===== src/rtl/gf_mult_serial.sv =====
// gf_mult_serial: digit-serial GF(2^W) multiplier with a runtime reduction
// polynomial and a start/busy/done handshake. Consumes DIGIT bits of A per
// clock, MSB first, so a multiply takes N = W/DIGIT RUN cycles.
// Optional feature macro: GF_MAC_EN. When it is defined, an acc_en input is
// added, and the finished product is XORed into the previous result
// (multiply-accumulate).
module gf_mult_serial #(
   parameter int W     = 8,
   parameter int DIGIT = 1
) (
   input  logic         clk,
   input  logic         rst_n,
   input  logic         start,
   input  logic [W-1:0] a,
   input  logic [W-1:0] b,
   input  logic [W:0]   poly,
`ifdef GF_MAC_EN
   input  logic         acc_en,
`endif
   output logic         busy,
   output logic         done,
   output logic [W-1:0] result
);

   localparam int N  = W / DIGIT;
   localparam int CW = (N > 1) ? $clog2(N) : 1;

   // Reject unusable geometries at elaboration.
   generate
      if (DIGIT < 1 || W < 2 || (W % DIGIT) != 0) begin : g_bad_param
         $error("gf_mult_serial: W must be >= 2 and a multiple of DIGIT");
      end
   endgenerate

   typedef enum logic {IDLE, RUN} state_t;

   state_t         state_q, state_d;
   logic [CW-1:0]  count_q, count_d;
   logic [W-1:0]   acc_q,   acc_d;
   logic [W-1:0]   a_q,     a_d;
   logic [W-1:0]   b_q,     b_d;
   logic [W:0]     poly_q,  poly_d;
   logic [W-1:0]   result_q, result_d;
   logic           done_q,  done_d;
`ifdef GF_MAC_EN
   logic           acc_en_q, acc_en_d;
`endif

   // The accumulator is W+1 bits wide during a sub-step. Its top bit is
   // always discarded by the next shift, so only W bits are held between
   // cycles.
   logic [W:0]     step;
   logic [W-1:0]   acc_next;

   // One RUN cycle of Horner evaluation: DIGIT shift/reduce/add sub-steps.
   // a_q is shifted left each cycle, so the current digit is always at its MSBs.
   always_comb begin
      step = {1'b0, acc_q};
      for (int j = 0; j < DIGIT; j++) begin
         step = {step[W-1:0], 1'b0};
         if (step[W])
            step = step ^ poly_q;
         if (a_q[W-1-j])
            step = step ^ {1'b0, b_q};
      end
      acc_next = step[W-1:0];
   end

   // Next-state and datapath control for the IDLE/RUN sequencer.
   always_comb begin
      state_d  = state_q;
      count_d  = count_q;
      acc_d    = acc_q;
      a_d      = a_q;
      b_d      = b_q;
      poly_d   = poly_q;
      result_d = result_q;
      done_d   = 1'b0;
`ifdef GF_MAC_EN
      acc_en_d = acc_en_q;
`endif
      case (state_q)
         IDLE: begin
            if (start) begin
               a_d     = a;
               b_d     = b;
               poly_d  = poly;
               acc_d   = '0;
               count_d = '0;
               state_d = RUN;
`ifdef GF_MAC_EN
               acc_en_d = acc_en;
`endif
            end
         end
         RUN: begin
            acc_d   = acc_next;
            a_d     = a_q << DIGIT;
            count_d = count_q + 1'b1;
            if (count_q == CW'(N - 1)) begin
               state_d = IDLE;
               done_d  = 1'b1;
`ifdef GF_MAC_EN
               result_d = acc_en_q ? (acc_next ^ result_q) : acc_next;
`else
               result_d = acc_next;
`endif
            end
         end
         default: state_d = IDLE;
      endcase
   end

   // State and operand registers; reset aborts any operation in flight.
   always_ff @(posedge clk or negedge rst_n) begin
      if (!rst_n) begin
         state_q  <= IDLE;
         count_q  <= '0;
         acc_q    <= '0;
         a_q      <= '0;
         b_q      <= '0;
         poly_q   <= '0;
         result_q <= '0;
         done_q   <= 1'b0;
`ifdef GF_MAC_EN
         acc_en_q <= 1'b0;
`endif
      end else begin
         state_q  <= state_d;
         count_q  <= count_d;
         acc_q    <= acc_d;
         a_q      <= a_d;
         b_q      <= b_d;
         poly_q   <= poly_d;
         result_q <= result_d;
         done_q   <= done_d;
`ifdef GF_MAC_EN
         acc_en_q <= acc_en_d;
`endif
      end
   end

   assign busy   = (state_q == RUN);
   assign done   = done_q;
   assign result = result_q;

endmodule


===== config.mk =====
export PLATFORM = sky130hd
export DESIGN_NAME = gf_mult_serial
export DESIGN_NICKNAME = d
export VERILOG_FILES = /design/src/rtl/gf_mult_serial.sv
export SDC_FILE = /design/constraint.sdc
export NUM_CORES = 1
export LEC_CHECK = 0
export ABC_AREA = 0
export BUFFER_PORTS_ARGS = -buffer_cell sky130_fd_sc_hd__buf_2
export CAP_MARGIN = 20
export CORE_MARGIN = 2
export CORE_UTILIZATION = 45
export CTS_CLUSTER_SIZE = 40
export DETAILED_ROUTE_END_ITERATION = 8
export PLACE_DENSITY = 0.67
export SETUP_SLACK_MARGIN = 0.1
export SYNTH_ARGS = -nofsm -noshare
export SYNTH_HDL_FRONTEND = slang
export SYNTH_SLANG_ARGS = --single-unit

===== constraint.sdc =====
create_clock -name clk -period 2.8 [get_ports clk]
set_input_delay 0.56 -clock clk [delete_from_list [all_inputs] [get_ports clk]]
set_output_delay 0.56 -clock clk [all_outputs]
set_load 0.02 [all_outputs]

# Yosys cells after proc, flatten, opt, wreduce, memory -nomap -nowiden
# Index checks and enable logic that the tools add are counted.
# word_totals
out_inout_bits	10
word_cells	29
inputBits	28
ff_bits	45
# op_classes
n_bitwise	3
n_addsub	1
reduce_logical	2
n_eq_ne	2
mux	13
# ops
op	n
$mux W8	4
$pmux W8 S2	2
$xor A8 B8 Y8	2
$pmux W3 S2	1
$mux W1	4
$reduce_and A2 Y1	2
$add A3 B1 Y3 const B	1
$eq A3 B3 Y1 const B	1
$mux W3	1
$ne A2 B2 Y1 const B	1
$pmux W1 S2	1
$not A1 Y1	1

# Depth between registers and ports, before layout
# depth
ltp_word	5
depth_mapped	6
ltp_nobuf	5

# Worst setup path before layout
# Ideal clock, no wire load.
# synth_timing
path_kind	input to register
startpoint	input start
endpoint	register b_q[2]
setup_time_ps	125
slack_ps	1274
n_path_buf	2
arrival_ps	1401
path_stages	5
t_required_ps	2675
path_cell_list	buf_4 inv_2 nor2_4 buf_6 mux2_2
# synth_between
elab_chain_len	1
# synth_lines
element	line	text
start, declared	13	input logic start,
$reduce_and A2 Y1 (no source line)	n/a	
end signal, assigned	121	b_q <= '0;
end signal, assigned	133	b_q <= b_d;
end, declared	41	logic [W-1:0] b_q, b_d;
# Every way passes these cells.
# A chain may end at the register's enable or synchronous reset.

# Final worst setup path
# layout_timing
startpoint	register state_q (netlist: busy)
endpoint	register result_q[7] (netlist: result[7])
# layout_between
elab_chain_len	1
# layout_lines
element	line	text
start, declared	37	state_t state_q, state_d;
start signal, assigned	129	state_q <= state_d;
$reduce_and A2 Y1 (no source line)	n/a	
end signal, assigned	135	result_q <= result_d;
end, declared	43	logic [W-1:0] result_q, result_d;
# Every way passes these cells.

==> metrics.txt <==
# TYPE chip_impl_metric gauge
chip_impl_info{name="status",value="finished, final reports clean"} 1
chip_impl_metric{name="floorplan.initialDensity",unit=""} 0.463
chip_impl_metric{name="final_layout_size_suffix_gt1_frac",unit=""} 0.313
chip_impl_info{name="unrepaired_setup_endpoints_after_global_routing",value="no"} 1
chip_impl_metric{name="clock_insertion_delay_worst_skew",unit="ns"} 0.30
chip_impl_metric{name="placed_cells",unit=""} 245
chip_impl_metric{name="initial_drt_markers",unit=""} 57
chip_impl_metric{name="ctsLongestPathBuffers",unit=""} 2
chip_impl_metric{name="floorplan.die.width",unit="um"} 70.7
chip_impl_metric{name="post-route-drc-count",unit=""} 0
chip_impl_metric{name="met3_usage",unit=""} 0.0513
chip_impl_metric{name="yosys_register_bits",unit=""} 45
chip_impl_metric{name="global_route.usage.met1",unit=""} 0.215
chip_impl_metric{name="irDropWorstVdd",unit="mV"} 0.454
chip_impl_metric{name="drv_slew",unit=""} 0
chip_impl_info{name="crit_path_end_kind",value="flop"} 1
chip_impl_metric{name="holdWs",unit="ns"} 0.407
chip_impl_metric{name="die-area",unit="mm^2"} 0.00500
chip_impl_metric{name="hold_viol",unit=""} 0
chip_impl_metric{name="min_period_over_period",unit=""} 0.732
chip_impl_metric{name="fin_worst_skew",unit="ns"} 0.00629
chip_impl_metric{name="timing.final.setup_violations",unit=""} 0
chip_impl_metric{name="power.density",unit="mW/mm^2"} 1130
chip_impl_metric{name="drt_first_pass_iters",unit=""} 4
chip_impl_metric{name="cts.sinks",unit=""} 45
chip_impl_metric{name="die_y",unit="um"} 70.7
chip_impl_metric{name="worst_margin_pin_slew",unit="ns"} 0.955
chip_impl_metric{name="fp.coreArea",unit="mm^2"} 0.00432
chip_impl_metric{name="post_drt_via_cell_ratio",unit=""} 5.23
chip_impl_metric{name="antenna_diode_count",unit=""} 0
chip_impl_metric{name="holdBufCountCts",unit=""} 0
chip_impl_info{name="cts-root-buf",value="sky130_fd_sc_hd__clkbuf_8"} 1
chip_impl_metric{name="postLayoutSetupSlackWorst",unit="ns"} 0.752
chip_impl_metric{name="placement.setup.worst_slack",unit="ns"} 0.847
chip_impl_metric{name="io_pins",unit=""} 38
chip_impl_metric{name="syn_to_final_growth",unit="%"} 14.5
chip_impl_metric{name="layout.filler_cells",unit=""} 378
chip_impl_info{name="critical_path_class",value="flop to flop"} 1
chip_impl_metric{name="global_route.overflow_total",unit=""} 0
chip_impl_metric{name="setup_tns",unit="ns"} 0
chip_impl_metric{name="max_freq",unit="MHz"} 488
chip_impl_metric{name="total_leakage_power",unit="nW"} 1.14
chip_impl_info{name="synth_ff_type",value="sky130_fd_sc_hd__dfrtp_1"} 1
chip_impl_metric{name="layoutNonFillerInstCount",unit=""} 253
chip_impl_metric{name="reg2regPathDepth",unit=""} 3
chip_impl_metric{name="syn-cell-area",unit="mm^2"} 0.00200
chip_impl_metric{name="synth_edf_count",unit=""} 0
chip_impl_metric{name="global_route.usage.total",unit=""} 0.165
chip_impl_metric{name="gp_congestion",unit=""} 0.734
chip_impl_metric{name="multiInputGateArea",unit="um^2"} 808
chip_impl_metric{name="synth_sequential_area_ratio",unit=""} 0.562
chip_impl_metric{name="cts_max_level",unit=""} 2
chip_impl_metric{name="met2_usage_in_global_routing",unit=""} 0.261
chip_impl_metric{name="cts_resized",unit=""} 0
chip_impl_metric{name="arrival",unit="ns"} 2.29
chip_impl_metric{name="grt_pass1_vias",unit=""} 1391
chip_impl_metric{name="critPathRequiredTime",unit="ns"} 3.04
chip_impl_info{name="cts_tree",value="yes"} 1
chip_impl_metric{name="antenna_violating_nets_post_route",unit=""} 0
chip_impl_metric{name="ys.warnings.count",unit=""} 0
chip_impl_metric{name="fin_crit",unit="ns"} 2.05
chip_impl_metric{name="timing.max_cap.violations",unit=""} 0
chip_impl_metric{name="wirelength",unit="um"} 3670
chip_impl_info{name="worst_setup_path_start_kind",value="flop"} 1
chip_impl_metric{name="dp_hpwl",unit="um"} 2610
chip_impl_metric{name="max-slew-margin-rel",unit=""} 0.364
chip_impl_metric{name="grt_first_pass_wirelength",unit="um"} 6370
chip_impl_metric{name="clk_pin_slew_worst_paths",unit="ns"} 0.08
chip_impl_metric{name="post_cts_setup_driven_buffer_insertion_count",unit=""} 0
chip_impl_info{name="worstReg2RegStart",value="busy$_DFF_PN0_"} 1
chip_impl_metric{name="critical_path_peak_fanout",unit=""} 24
chip_impl_metric{name="synthArstFlopShare",unit=""} 1.00
chip_impl_metric{name="syn_nets",unit=""} 196
chip_impl_metric{name="pin_count_of_the_biggest_net_entering_global_routing",unit=""} 46
chip_impl_metric{name="placementRows",unit=""} 24
chip_impl_metric{name="cts-buffers-inserted",unit=""} 5
chip_impl_metric{name="area.sequential",unit="mm^2"} 0.00113
chip_impl_metric{name="detailroute.via_count",unit=""} 1322
chip_impl_metric{name="post_synthesis_cell_type_count",unit=""} 29
chip_impl_info{name="kind_of_path_behind_the_tightest_hold_check",value="input pin to asynchronous set/reset pin"} 1
chip_impl_metric{name="number_of_cells_produced_by_synthesis",unit=""} 166
chip_impl_info{name="globalRoute.busiestLayer",value="met2"} 1
chip_impl_metric{name="postSynthAreaPerCell",unit="um^2"} 12.1
chip_impl_metric{name="reg2reg_setup_slack",unit="ns"} 0.75
chip_impl_metric{name="total_power",unit="mW"} 2.59
chip_impl_metric{name="numPortBuffers",unit=""} 36
chip_impl_metric{name="nets",unit=""} 230
chip_impl_metric{name="routed_wire_length_per_instance",unit="um"} 14.5
chip_impl_metric{name="initial_antenna_violation_count",unit=""} 0
chip_impl_info{name="timing.rr.end",value="result[7]$_DFFE_PN0P_"} 1
per-stage QoR:
stage	instance area, um^2	utilization
detailed placement	2190	0.507
CTS	2290	0.530
global route	2290	0.530
floorplan	2000	-
global placement	2190	0.507
finish	2290	0.530
sequential cells by signal (all words and copies together), names as in the netlist:
signal,cells
a_q,8
acc_q,8
b_q,8
poly_q,8
result,8
count_q,3
busy,1
done,1
synth_stat cells (3+ instances only):
cell type | instances | area (um^2)
sky130_fd_sc_hd__o21ai_0 | 16 | 80.1
sky130_fd_sc_hd__xnor3_1 | 6 | 135
sky130_fd_sc_hd__nand2_1 | 37 | 139
sky130_fd_sc_hd__mux2_2 | 16 | 180
sky130_fd_sc_hd__buf_2 | 3 | 15.0
sky130_fd_sc_hd__mux2i_1 | 8 | 80.1
sky130_fd_sc_hd__dfrtp_1 | 45 | 1130
sky130_fd_sc_hd__o22ai_1 | 6 | 37.5
sky130_fd_sc_hd__clkbuf_1 | 3 | 11.3
cell usage in the layout, fill, tap and decap left out:
cell type                  netlist  layout
sky130_fd_sc_hd__dfrtp_1        45      45
sky130_fd_sc_hd__ha_1            2       2
sky130_fd_sc_hd__and2_1          1       1
sky130_fd_sc_hd__a221o_1         1       1
sky130_fd_sc_hd__o21bai_1        1       1
sky130_fd_sc_hd__inv_2           1       1
sky130_fd_sc_hd__nand3_1         2       2
sky130_fd_sc_hd__nor3_1          1       1
sky130_fd_sc_hd__buf_2           3      36
sky130_fd_sc_hd__a311o_1         1       1
sky130_fd_sc_hd__a21boi_0        1       1
sky130_fd_sc_hd__a21oi_1         1       1
sky130_fd_sc_hd__mux2i_1         8       8
sky130_fd_sc_hd__nor2_1          2       2
sky130_fd_sc_hd__nor4_1          1       1
sky130_fd_sc_hd__and3b_4         1       1
sky130_fd_sc_hd__clkbuf_8        0       7
sky130_fd_sc_hd__nor2_4          1       1
sky130_fd_sc_hd__o21ai_0        16      16
sky130_fd_sc_hd__nand2_1        37      37
sky130_fd_sc_hd__or2_0           1       1
sky130_fd_sc_hd__inv_1           2       2
sky130_fd_sc_hd__o22ai_1         6       6
sky130_fd_sc_hd__xnor3_1         6       6
sky130_fd_sc_hd__xnor2_1         1       1
sky130_fd_sc_hd__a22o_1          2       2
sky130_fd_sc_hd__mux2_2         16      16
sky130_fd_sc_hd__clkinv_2        0       1
layer usage:
layer,share of wire,vias up
met5,0,-
met2,0.47,31
met1,0.46,647
met3,0.053,7
li1,-,637
met4,0.017,0
how the worst max path moves through the flow:
stage                              start                     to
after floorplan                    start     b_q[2]$_DFFE_PN0P_
after global placement             start     b_q[6]$_DFFE_PN0P_
after detailed placement           start     b_q[4]$_DFFE_PN0P_
after CTS                 busy$_DFF_PN0_                   busy
after global routing      busy$_DFF_PN0_  result[7]$_DFFE_PN0P_
final                     busy$_DFF_PN0_  result[7]$_DFFE_PN0P_
power breakdown:
| part | internal (mW) | switching, mW |
|---|---|---|
| Sequential | 0.956 | 0.237 |
| Combinational | 0.508 | 0.450 |
| Clock | 0.223 | 0.213 |
final cells by class:
class / instances / share of cell area
clock buffers: 7 / 0.0420
multi-input cells: 109 / 0.353
flip-flops and latches: 45 / 0.491
clock inverters: 1 / 0.00218
well taps: 52 / 0.0284
inverters: 3 / 0.00491
repair buffers: 36 / 0.0786
critical path: stages, from the launching register on:
cell,delay (ns)
sky130_fd_sc_hd__dfrtp_1,0.83
sky130_fd_sc_hd__nand2_1,0.52
sky130_fd_sc_hd__nor4_1,0.48
sky130_fd_sc_hd__a221o_1,0.17
logic make-up after synthesis:
family / synth area share
AOI/OAI and AO/OA: 0.0875
xor gates and xnor gates: 0.0719
adders and majority gates: 0.0125
buffers and inverters: 0.0337
DFF: 0.562
muxes: 0.130
and+or+nand+nor: 0.102
Note: power is estimated with default switching activity, not from simulation.
